--- src/rtl/triangle_point_sink_if.sv ---
// rtl/triangle_point_sink_if.sv - rasteriser point stream in, seven-segment digit codes out
interface triangle_point_sink_if;
    logic       busy;
    logic       po;
    logic [2:0] xi;
    logic [2:0] yi;
    logic [3:0] dig_x;
    logic [3:0] dig_y;
    logic [6:0] pt_count;
    logic       done;
    logic       ovf;

    modport master (
        output busy, po, xi, yi,
        input  dig_x, dig_y, pt_count, done, ovf
    );

    modport slave (
        input  busy, po, xi, yi,
        output dig_x, dig_y, pt_count, done, ovf
    );
endinterface

--- src/rtl/triangle_point_sink.sv ---
// rtl/triangle_point_sink.sv - buffers one triangle's points and replays them for HOLD cycles each
module triangle_point_sink #(
    parameter int DEPTH = 64,
    parameter int HOLD  = 4
) (
    input  logic                   clk,
    input  logic                   rst,
    triangle_point_sink_if.slave   bus
);
    localparam int AW = (DEPTH > 1) ? $clog2(DEPTH) : 1;
    localparam int HW = $clog2(HOLD + 1);
    localparam logic [6:0]    DEPTH_C   = 7'(DEPTH);
    localparam logic [HW-1:0] HOLD_LAST = HW'(HOLD - 1);

    typedef enum logic [1:0] {S_IDLE, S_CAPTURE, S_DRAIN, S_DONE} state_t;

    state_t        state_q, state_d;
    logic          busy_d_q;
    logic [6:0]    pt_count_q, pt_count_d;
    logic          ovf_q, ovf_d;
    logic          done_q, done_d;
    logic [3:0]    dig_x_q, dig_x_d, dig_y_q, dig_y_d;
    logic [AW-1:0] rd_q, rd_d;
    logic [HW-1:0] hold_q, hold_d;
    logic [5:0]    mem_q [DEPTH];
    logic          wr_en;
    logic [AW-1:0] wr_addr;
    logic [5:0]    rd_data;
    logic          start;

    assign start   = bus.busy & ~busy_d_q;
    assign rd_data = mem_q[rd_q];

    // Digit/done outputs follow the current state only, so they lag a state change by one edge.
    always_comb begin
        state_d    = state_q;
        pt_count_d = pt_count_q;
        ovf_d      = ovf_q;
        rd_d       = rd_q;
        hold_d     = hold_q;
        wr_en      = 1'b0;
        wr_addr    = pt_count_q[AW-1:0];
        dig_x_d    = 4'hF;
        dig_y_d    = 4'hF;
        done_d     = 1'b0;

        case (state_q)
            S_CAPTURE: begin
                if (bus.po) begin
                    if (pt_count_q < DEPTH_C) begin
                        wr_en      = 1'b1;
                        pt_count_d = pt_count_q + 7'd1;
                    end else begin
                        ovf_d = 1'b1;
                    end
                end
                if (!bus.busy) begin
                    state_d = (pt_count_d != 7'd0) ? S_DRAIN : S_DONE;
                end
            end
            S_DRAIN: begin
                dig_x_d = {1'b0, rd_data[5:3]};
                dig_y_d = {1'b0, rd_data[2:0]};
                if (hold_q == HOLD_LAST) begin
                    hold_d = '0;
                    rd_d   = rd_q + 1'b1;
                    if (7'(rd_q) == pt_count_q - 7'd1) begin
                        state_d = S_DONE;
                    end
                end else begin
                    hold_d = hold_q + 1'b1;
                end
            end
            S_DONE: done_d = 1'b1;
            default: ;
        endcase

        // A new triangle preempts whatever was in progress, replay included.
        if (start) begin
            state_d    = S_CAPTURE;
            ovf_d      = 1'b0;
            rd_d       = '0;
            hold_d     = '0;
            wr_addr    = '0;
            wr_en      = bus.po;
            pt_count_d = bus.po ? 7'd1 : 7'd0;
        end
    end

    always_ff @(posedge clk or negedge rst) begin
        if (!rst) begin
            state_q    <= S_IDLE;
            busy_d_q   <= 1'b0;
            pt_count_q <= 7'd0;
            ovf_q      <= 1'b0;
            done_q     <= 1'b0;
            dig_x_q    <= 4'hF;
            dig_y_q    <= 4'hF;
            rd_q       <= '0;
            hold_q     <= '0;
        end else begin
            state_q    <= state_d;
            busy_d_q   <= bus.busy;
            pt_count_q <= pt_count_d;
            ovf_q      <= ovf_d;
            done_q     <= done_d;
            dig_x_q    <= dig_x_d;
            dig_y_q    <= dig_y_d;
            rd_q       <= rd_d;
            hold_q     <= hold_d;
        end
    end

    always_ff @(posedge clk) begin
        if (wr_en) begin
            mem_q[wr_addr] <= {bus.xi, bus.yi};
        end
    end

    assign bus.dig_x    = dig_x_q;
    assign bus.dig_y    = dig_y_q;
    assign bus.pt_count = pt_count_q;
    assign bus.done     = done_q;
    assign bus.ovf      = ovf_q;
endmodule

--- src/flat_wrapper.sv ---
// flat-port wrapper written by rule: the top's interface ports become plain ports
module triangle_point_sink_flat 
#(
    parameter int DEPTH = 64,
    parameter int HOLD  = 4
)
  (clk, rst, bus_busy, bus_po, bus_xi, bus_yi, bus_dig_x, bus_dig_y, bus_pt_count, bus_done, bus_ovf);
  triangle_point_sink_if bus_i ();
  input  logic clk;
  input  logic rst;
  input wire logic [$bits(bus_i.busy)-1:0] bus_busy;
  input wire logic [$bits(bus_i.po)-1:0] bus_po;
  input wire logic [$bits(bus_i.xi)-1:0] bus_xi;
  input wire logic [$bits(bus_i.yi)-1:0] bus_yi;
  output wire logic [$bits(bus_i.dig_x)-1:0] bus_dig_x;
  output wire logic [$bits(bus_i.dig_y)-1:0] bus_dig_y;
  output wire logic [$bits(bus_i.pt_count)-1:0] bus_pt_count;
  output wire logic [$bits(bus_i.done)-1:0] bus_done;
  output wire logic [$bits(bus_i.ovf)-1:0] bus_ovf;
  assign bus_i.busy = bus_busy;
  assign bus_i.po = bus_po;
  assign bus_i.xi = bus_xi;
  assign bus_i.yi = bus_yi;
  assign bus_dig_x = bus_i.dig_x;
  assign bus_dig_y = bus_i.dig_y;
  assign bus_pt_count = bus_i.pt_count;
  assign bus_done = bus_i.done;
  assign bus_ovf = bus_i.ovf;
  triangle_point_sink #(.DEPTH(DEPTH), .HOLD(HOLD)) u_core (.clk(clk), .rst(rst), .bus(bus_i));
endmodule
--- config.mk ---
export PLATFORM = sky130hd
export DESIGN_NAME = triangle_point_sink_flat
export DESIGN_NICKNAME = d
export VERILOG_FILES = /design/src/rtl/triangle_point_sink_if.sv /design/src/rtl/triangle_point_sink.sv /design/src/flat_wrapper.sv
export SDC_FILE = /design/constraint.sdc
export NUM_CORES = 1
export LEC_CHECK = 0
export CORE_UTILIZATION = 55
export CTS_CLUSTER_SIZE = 8
export DETAILED_ROUTE_END_ITERATION = 16
export PLACE_DENSITY_LB_ADDON = 0.12
export SLEW_MARGIN = 10
export SYNTH_ARGS = -nofsm -noshare
export SYNTH_HDL_FRONTEND = slang
export SYNTH_SLANG_ARGS = --single-unit
--- constraint.sdc ---
create_clock -name clk -period 2.9 [get_ports clk]
set_input_delay 0.29 -clock clk [delete_from_list [all_inputs] [get_ports clk]]
set_output_delay 0.29 -clock clk [all_outputs]
set_load 0.01 [all_outputs]
==> results of run 1 <==
-- per-stage QoR --
step / power [mW] / hold WS, ns / utilization (%) / setup WS (ns) / std cells
floorplan: 7.78 / -0.00559 / - / 0.632 / 959
global placement: 8.45 / 0.484 / 60.4 / 0.296 / 1426
detailed placement: 8.46 / 0.511 / 60.4 / 0.176 / 1426
CTS: 14.4 / 0.141 / 65.8 / 0.188 / 1510
global route: 14.8 / 0.169 / 65.8 / 0.110 / 1510
finish: 14.3 / 0.138 / 65.8 / 0.211 / 1511
-- power by group through the flow --
| stage | Clock, mW | Combinational, mW | Sequential (mW) |
|---|---|---|---|
| after floorplan | 0 | 0.936 | 6.84 |
| after global placement | 0 | 1.61 | 6.84 |
| after detailed placement | 0 | 1.61 | 6.84 |
| after CTS | 6.04 | 1.62 | 6.73 |
| after global routing | 6.29 | 1.75 | 6.74 |
| final | 5.97 | 1.63 | 6.73 |
-- flip-flops by register name, indices dropped and copies added (netlist names) --
name and count:
u_core.bus.dig_x 4, u_core.busy_d_q 1, u_core.hold_q 3, u_core.bus.ovf 1, u_core.state_q 2, u_core.rd_q 6
u_core.mem_q 384, u_core.bus.done 1, u_core.bus.dig_y 3, u_core.bus.pt_count 7
-- metal layers --
layer | up-vias | routed length [um]
met5 | - | 0
met4 | 0 | 1190
met3 | 85 | 3470
met2 | 445 | 18900
met1 | 4684 | 16400
li1 | 4063 | -
-- layout by cell type, fill, tap and decap left out, types with 5 or more instances in the layout --
| cell type | netlist | layout |
|---|---|---|
| nor2b_1 | 8 | 8 |
| nand2_1 | 33 | 33 |
| nor2_1 | 93 | 93 |
| buf_2 | 14 | 6 |
| mux2i_1 | 113 | 113 |
| nor3_1 | 9 | 9 |
| edfxtp_1 | 384 | 384 |
| a22oi_1 | 9 | 9 |
| dfstp_2 | 7 | 7 |
| a21oi_1 | 23 | 23 |
| xor2_1 | 11 | 11 |
| nand3_1 | 16 | 16 |
| nand4_1 | 5 | 5 |
| o21ai_0 | 9 | 9 |
| nand3b_1 | 5 | 5 |
| a211oi_1 | 8 | 8 |
| buf_4 | 4 | 97 |
| o22ai_1 | 22 | 22 |
| buf_12 | 2 | 9 |
| ha_1 | 7 | 7 |
| clkbuf_16 | 0 | 58 |
| mux4_2 | 43 | 43 |
| xnor2_1 | 5 | 5 |
| o221ai_1 | 6 | 6 |
| nand2b_1 | 7 | 7 |
| clkbuf_1 | 18 | 23 |
| clkdlybuf4s50_1 | 0 | 20 |
| dfrtp_1 | 21 | 19 |
| inv_1 | 6 | 6 |
| and3_1 | 5 | 5 |
-- worst register-to-register path: cells and delay by family, from the launching register on --
| family | cells | cell delay, ns |
|---|---|---|
| multiplexers | 2 | 0.80 |
| buffers and inverters | 2 | 0.46 |
| flip-flops | 1 | 0.55 |
| AND/OR/NAND/NOR | 1 | 0.07 |
| AO/OA/AOI/OAI | 2 | 0.70 |
-- kinds of logic after synthesis --
group / synth area share [%]
flops: 73.3
simple gates: 5.36
mux: 13.2
compound gates: 4.42
buf+inv: 2.35
xor+xnor: 0.839
fa+ha+maj: 0.524
-- area by class of cell --
class,count,area (um2)
flip-flops and latches,412,12200
fillers,2039,10100
multi-input cells,486,4070
clock buffers,81,1540
repair buffers,132,1140
well taps,390,488
clock inverters,3,66.3
inverters,6,22.5
diodes,1,2.50
-- final timing paths --
kind | startpoint | to | slack [ns] | cells past startpoint
min in group clk | bus_yi[2] | u_core.mem_q[7][2] | 0.25 | 2
max in group asynchronous | rst | u_core.bus.dig_x[3] | 2.40 | 2
setup / recovery | u_core.rd_q[0] | u_core.bus.dig_x[1] | 0.21 | 7
hold reg to reg | u_core.bus.ovf | u_core.bus.ovf | 0.54 | 2
setup reg to reg | u_core.rd_q[0] | u_core.bus.dig_x[1] | 0.21 | 7
hold / removal | rst | u_core.rd_q[0] | 0.14 | 2
==> impl_metrics.env, run 1 <==
export IMPL_status="finished clean"
export IMPL_grt_usage_pct=27.0
export IMPL_fin_area_um2=19600
export IMPL_wl_per_cell_um=26.5
export IMPL_p_int_mw=11.0
export IMPL_seq_area_frac_synth_pct=73.3
export IMPL_ys_types=58
export IMPL_cts_htree_levels=2
export IMPL_cts_buffer_depth=3
export IMPL_swShare_pct=23.1
export IMPL_viasPerCell=6.14
export IMPL_dpl_instance_area_um2=18000
export IMPL_nets=1112
export IMPL_ir_worst_vdd_mv=0.706
export IMPL_syn_num_nets=976
export IMPL_worst_slew_margin_rel_pct=18.9
export IMPL_synth_area_per_cell_um2=17.4
export IMPL_busiest_layer="met2"
export IMPL_cts_tree="done"
export IMPL_synth_top_area_share_pct=69.1
export IMPL_ys_top_cells_by_area="edfxtp_1 69%, mux2i_1 6.8%, mux4_2 5.8%"
export IMPL_p_per_area_nw_per_um2=733
export IMPL_clock_latency_ns=0.57
export IMPL_setup_viol=0
export IMPL_post_cts_resized=0
export IMPL_die_h_um=176
export IMPL_crit_required_ns=3.37
export IMPL_worst_pin_slew_ns=1.21
export IMPL_worstPathArrival_ns=3.16
export IMPL_numCtsBuffers=57
export IMPL_die_w_um=176
export IMPL_hold_class="in -> async"
export IMPL_finalClockSkew_ns=0.0143
export IMPL_p_clk_share_pct=41.7
export IMPL_hold_violations=0
export IMPL_p_sw_mw=3.31
export IMPL_grt_max_degree=65
export IMPL_start_util_pct=56.2
export IMPL_hold_buffers=0
export IMPL_seqPwrFrac_pct=47.0
export IMPL_slowest_stage="a2111oi_1"
export IMPL_synth_area_leader_cell="edfxtp_1"
export IMPL_setup_tns_ns=0
export IMPL_io_pins=27
export IMPL_antenna_found_initial=1
export IMPL_synth_seq_cells=412
export IMPL_ys_warn_count=0
export IMPL_p_comb_share_pct=11.4
export IMPL_grt_pass1_wl_um=60000
export IMPL_fin_crit_sh_pct=92.7
export IMPL_ys_async_sr_fraction_pct=6.80
export IMPL_drc_errors=0
export IMPL_grt_pass1_vias=9478
export IMPL_worstPathMaxFanout=13
export IMPL_synthesis_area_um2=16700
export IMPL_drt_pass1_iter_count=5
export IMPL_clk_pin_slew_ns=0.06
export IMPL_cp_slowest_stage_delay_ns=0.62
export IMPL_portBuffers=26
export IMPL_dp_hpwl_um=25600
export IMPL_die_area_um2=31100
export IMPL_synthTopCellsByCount="384 x edfxtp_1, 113 x mux2i_1, 93 x nor2_1"
export IMPL_maxCapViolCount=0
export IMPL_path_cells="buf_12, mux4_2, mux2i_1, nor2_1, a2111oi_1, buf_4, o32ai_1"
export IMPL_cp_num_buf_inv=2
export IMPL_place_congestion=0.867
export IMPL_yosysMostFrequentCell="edfxtp_1"
export IMPL_numClockSinks=412
export IMPL_critical_path_top_delay_family="multiplexers"
export IMPL_cts_root_buf="clkbuf_16"
export IMPL_crit_path_start_kind="flop"
export IMPL_ant_nets=0
export IMPL_p_leak_nw=6.29
export IMPL_rsz0062_at_grt="false"
export IMPL_fmax_mhz=372
export IMPL_use_met3_pct=5.00
export IMPL_drive_above_1_share_pct=20.4
export IMPL_synth_edf_count=384
export IMPL_cts_setup_buffers=0
export IMPL_use_met2_pct=42.3
export IMPL_finalCriticalPeriod_ns=2.69
export IMPL_core_area_um2=29700
export IMPL_crit_path_end_kind="flop"
export IMPL_grtUsageMet1_pct=38.6
export IMPL_via_count=9277
export IMPL_synth_cells=959
export IMPL_synth_ff_type="edfxtp_1"
export IMPL_overflow=0
export IMPL_rows=63
export IMPL_syn2layout_area_growth_pct=17.2
export IMPL_slew_violations=0
export IMPL_critPathKind="reg -> reg"
export IMPL_routed_wl_um=40000
export IMPL_drt_iter0_markers=1032
No activity file was read; power rests on OpenSTA's default activity.
==> inputs of run 2 (changes only) <==
Settings changed: CORE_UTILIZATION 55 to 50.
==> run 2 against run 1 <==
  * Setup slack better by 0.082 ns
  * Clock skew is 0.0061 ns higher
  * Non-clock buffer count is 23 lower
  * Die area is 9.9% higher
  * Flip-flop and latch count stayed put
  * Clock power hardly changed
  * Clock-buffer cell count is 10 higher
  * Via count is 1.7% lower
  * Final area is 0.42% lower
  * Largest cell class unchanged
==> impl_metrics.env, run 2 (synthesis results as in run 1) <==
export IMPL_status="finished clean"
export IMPL_finalClockSkew_ns=0.0204
export IMPL_reg2regPathDepth=6
export IMPL_grt_pass1_wl_um=59200
export IMPL_fin_crit_sh_pct=89.9
export IMPL_drive_above_1_share_pct=18.6
export IMPL_r2r_slack_ns=0.29
export IMPL_grt_max_degree=65
export IMPL_hold_class="in -> reg"
export IMPL_drt_iter0_markers=790
export IMPL_die_h_um=185
export IMPL_portBuffers=26
export IMPL_worstPathArrival_ns=3.08
export IMPL_final_common_cell="edfxtp_1"
export IMPL_worst_pin_slew_ns=0.862
export IMPL_start_util_pct=51.1
export IMPL_clk_pin_slew_ns=0.05
export IMPL_crit_path_start_kind="flop"
export IMPL_io_pins=27
export IMPL_nets=1089
export IMPL_grt_pass1_vias=9292
export IMPL_place_congestion=0.821
export IMPL_dpl_instance_area_um2=17900
export IMPL_fillers=2518
export IMPL_p_leak_nw=6.16
export IMPL_dp_hpwl_um=25300
export IMPL_drt_pass1_iter_count=5
export IMPL_worstPathMaxFanout=22
export IMPL_die_area_um2=34100
export IMPL_core_area_um2=32700
export IMPL_maxCapViolCount=0
export IMPL_fin_area_um2=19500
export IMPL_hold_violations=0
export IMPL_slew_violations=0
export IMPL_hold_buffers=0
export IMPL_crit_required_ns=3.37
export IMPL_routed_wl_um=39500
export IMPL_hold_depth=1
export IMPL_fmax_mhz=384
export IMPL_post_cts_resized=0
export IMPL_regMostFlops="u_core.mem_q"
export IMPL_wl_per_cell_um=25.5
export IMPL_cts_root_buf="clkbuf_16"
export IMPL_finalCriticalPeriod_ns=2.61
export IMPL_syn2layout_area_growth_pct=16.7
export IMPL_antennaDiodeCount=0
export IMPL_ir_worst_vdd_mv=0.480
export IMPL_cts_buffer_depth=3
export IMPL_worst_slew_margin_rel_pct=42.3
export IMPL_fin_hold_ws_ns=0.0447
export IMPL_die_w_um=185
export IMPL_clock_latency_ns=0.58
export IMPL_numCtsBuffers=57
export IMPL_viasPerCell=5.89
export IMPL_ant_nets=0
export IMPL_setup_viol=0
export IMPL_cts_tree="done"
export IMPL_crit_path_end_kind="flop"
export IMPL_cts_htree_levels=2
export IMPL_via_count=9123
export IMPL_drc_errors=0
export IMPL_numClockSinks=412
export IMPL_rows=66
export IMPL_cts_setup_buffers=0
export IMPL_largest_reg_flops=384
export IMPL_grt_usage_pct=24.3
export IMPL_p_per_area_nw_per_um2=736
export IMPL_antenna_found_initial=0
export IMPL_rsz0062_at_grt="false"
export IMPL_overflow=0
export IMPL_most_common_layout_cells="384 x edfxtp_1, 113 x mux2i_1, 93 x nor2_1"
export IMPL_critPathKind="reg -> reg"
## run 2: cell count changes in the layout (fill, tap and decap cells not counted)
| cell | change |
|---|---|
| diode_2 | -1 |
| buf_8 | +1 |
| buf_2 | -1 |
| o21ai_1 | -1 |
| clkbuf_1 | +11 |
| clkinv_8 | -1 |
| o21ai_2 | +1 |
| clkinv_2 | +1 |
| bufinv_16 | -1 |
| inv_6 | +1 |
| clkinv_16 | +1 |
| buf_4 | -23 |
| clkbuf_16 | -1 |
## run 2: stage by stage
step / std cells / TNS [ns] / power [mW] / util (%) / setup WS (ns)
after floorplan: 959 / 0 / 7.78 / - / 0.632
after global placement: 1454 / -0.0206 / 8.45 / 54.6 / -0.00352
after detailed placement: 1455 / 0 / 8.47 / 54.6 / 0.0799
after CTS: 1550 / 0 / 14.4 / 59.6 / 0.295
after global routing: 1550 / 0 / 14.8 / 59.6 / 0.0606
final: 1550 / 0 / 14.3 / 59.6 / 0.293
## run 2: cell type report
cell class / instances / area, um2 / share of cell area (%)
repair buffers: 109 / 976 / 5.01
clock inverters: 4 / 63.8 / 0.327
well taps: 442 / 553 / 2.84
clock buffers: 91 / 1550 / 7.98
flip-flops and latches: 412 / 12200 / 62.8
multi-input cells: 486 / 4070 / 20.9
inverters: 6 / 22.5 / 0.116
## run 2: where the power goes
| group | internal [mW] | switching [mW] |
|---|---|---|
| combinational | 0.689 | 0.931 |
| clock | 3.62 | 2.35 |
| sequential | 6.65 | 0.0958 |
## run 2: layer usage
| metal | global-route usage [%] | vias to the layer above | part of all wire (%) |
|---|---|---|---|
| met3 | 4.11 | 76 | 5.9 |
| met4 | 7.34 | 0 | 2.5 |
| met1 | 33.9 | 4694 | 44 |
| met2 | 39.2 | 319 | 48 |
| li1 | - | 4034 | - |
| met5 | 0 | - | 0 |
## run 2: final timing paths
path,endpoint,start
worst max-delay path,u_core.bus.dig_x[0],u_core.rd_q[0]
worst min-delay path,u_core.mem_q[18][4],bus_xi[1]
worst max register to register,u_core.bus.dig_x[0],u_core.rd_q[0]
worst min register to register,u_core.bus.ovf,u_core.bus.ovf
max in group asynchronous,u_core.bus.dig_x[0],rst
min in group asynchronous,u_core.rd_q[5],rst
## run 2: worst max-delay path, cell delays in order, from the launching register on
cell and delay [ns]:
dfrtp_4 0.74, buf_4 0.34, mux2i_1 0.24, o22ai_1 0.13, a211oi_1 0.53, o21ai_0 0.18, a32o_1 0.34
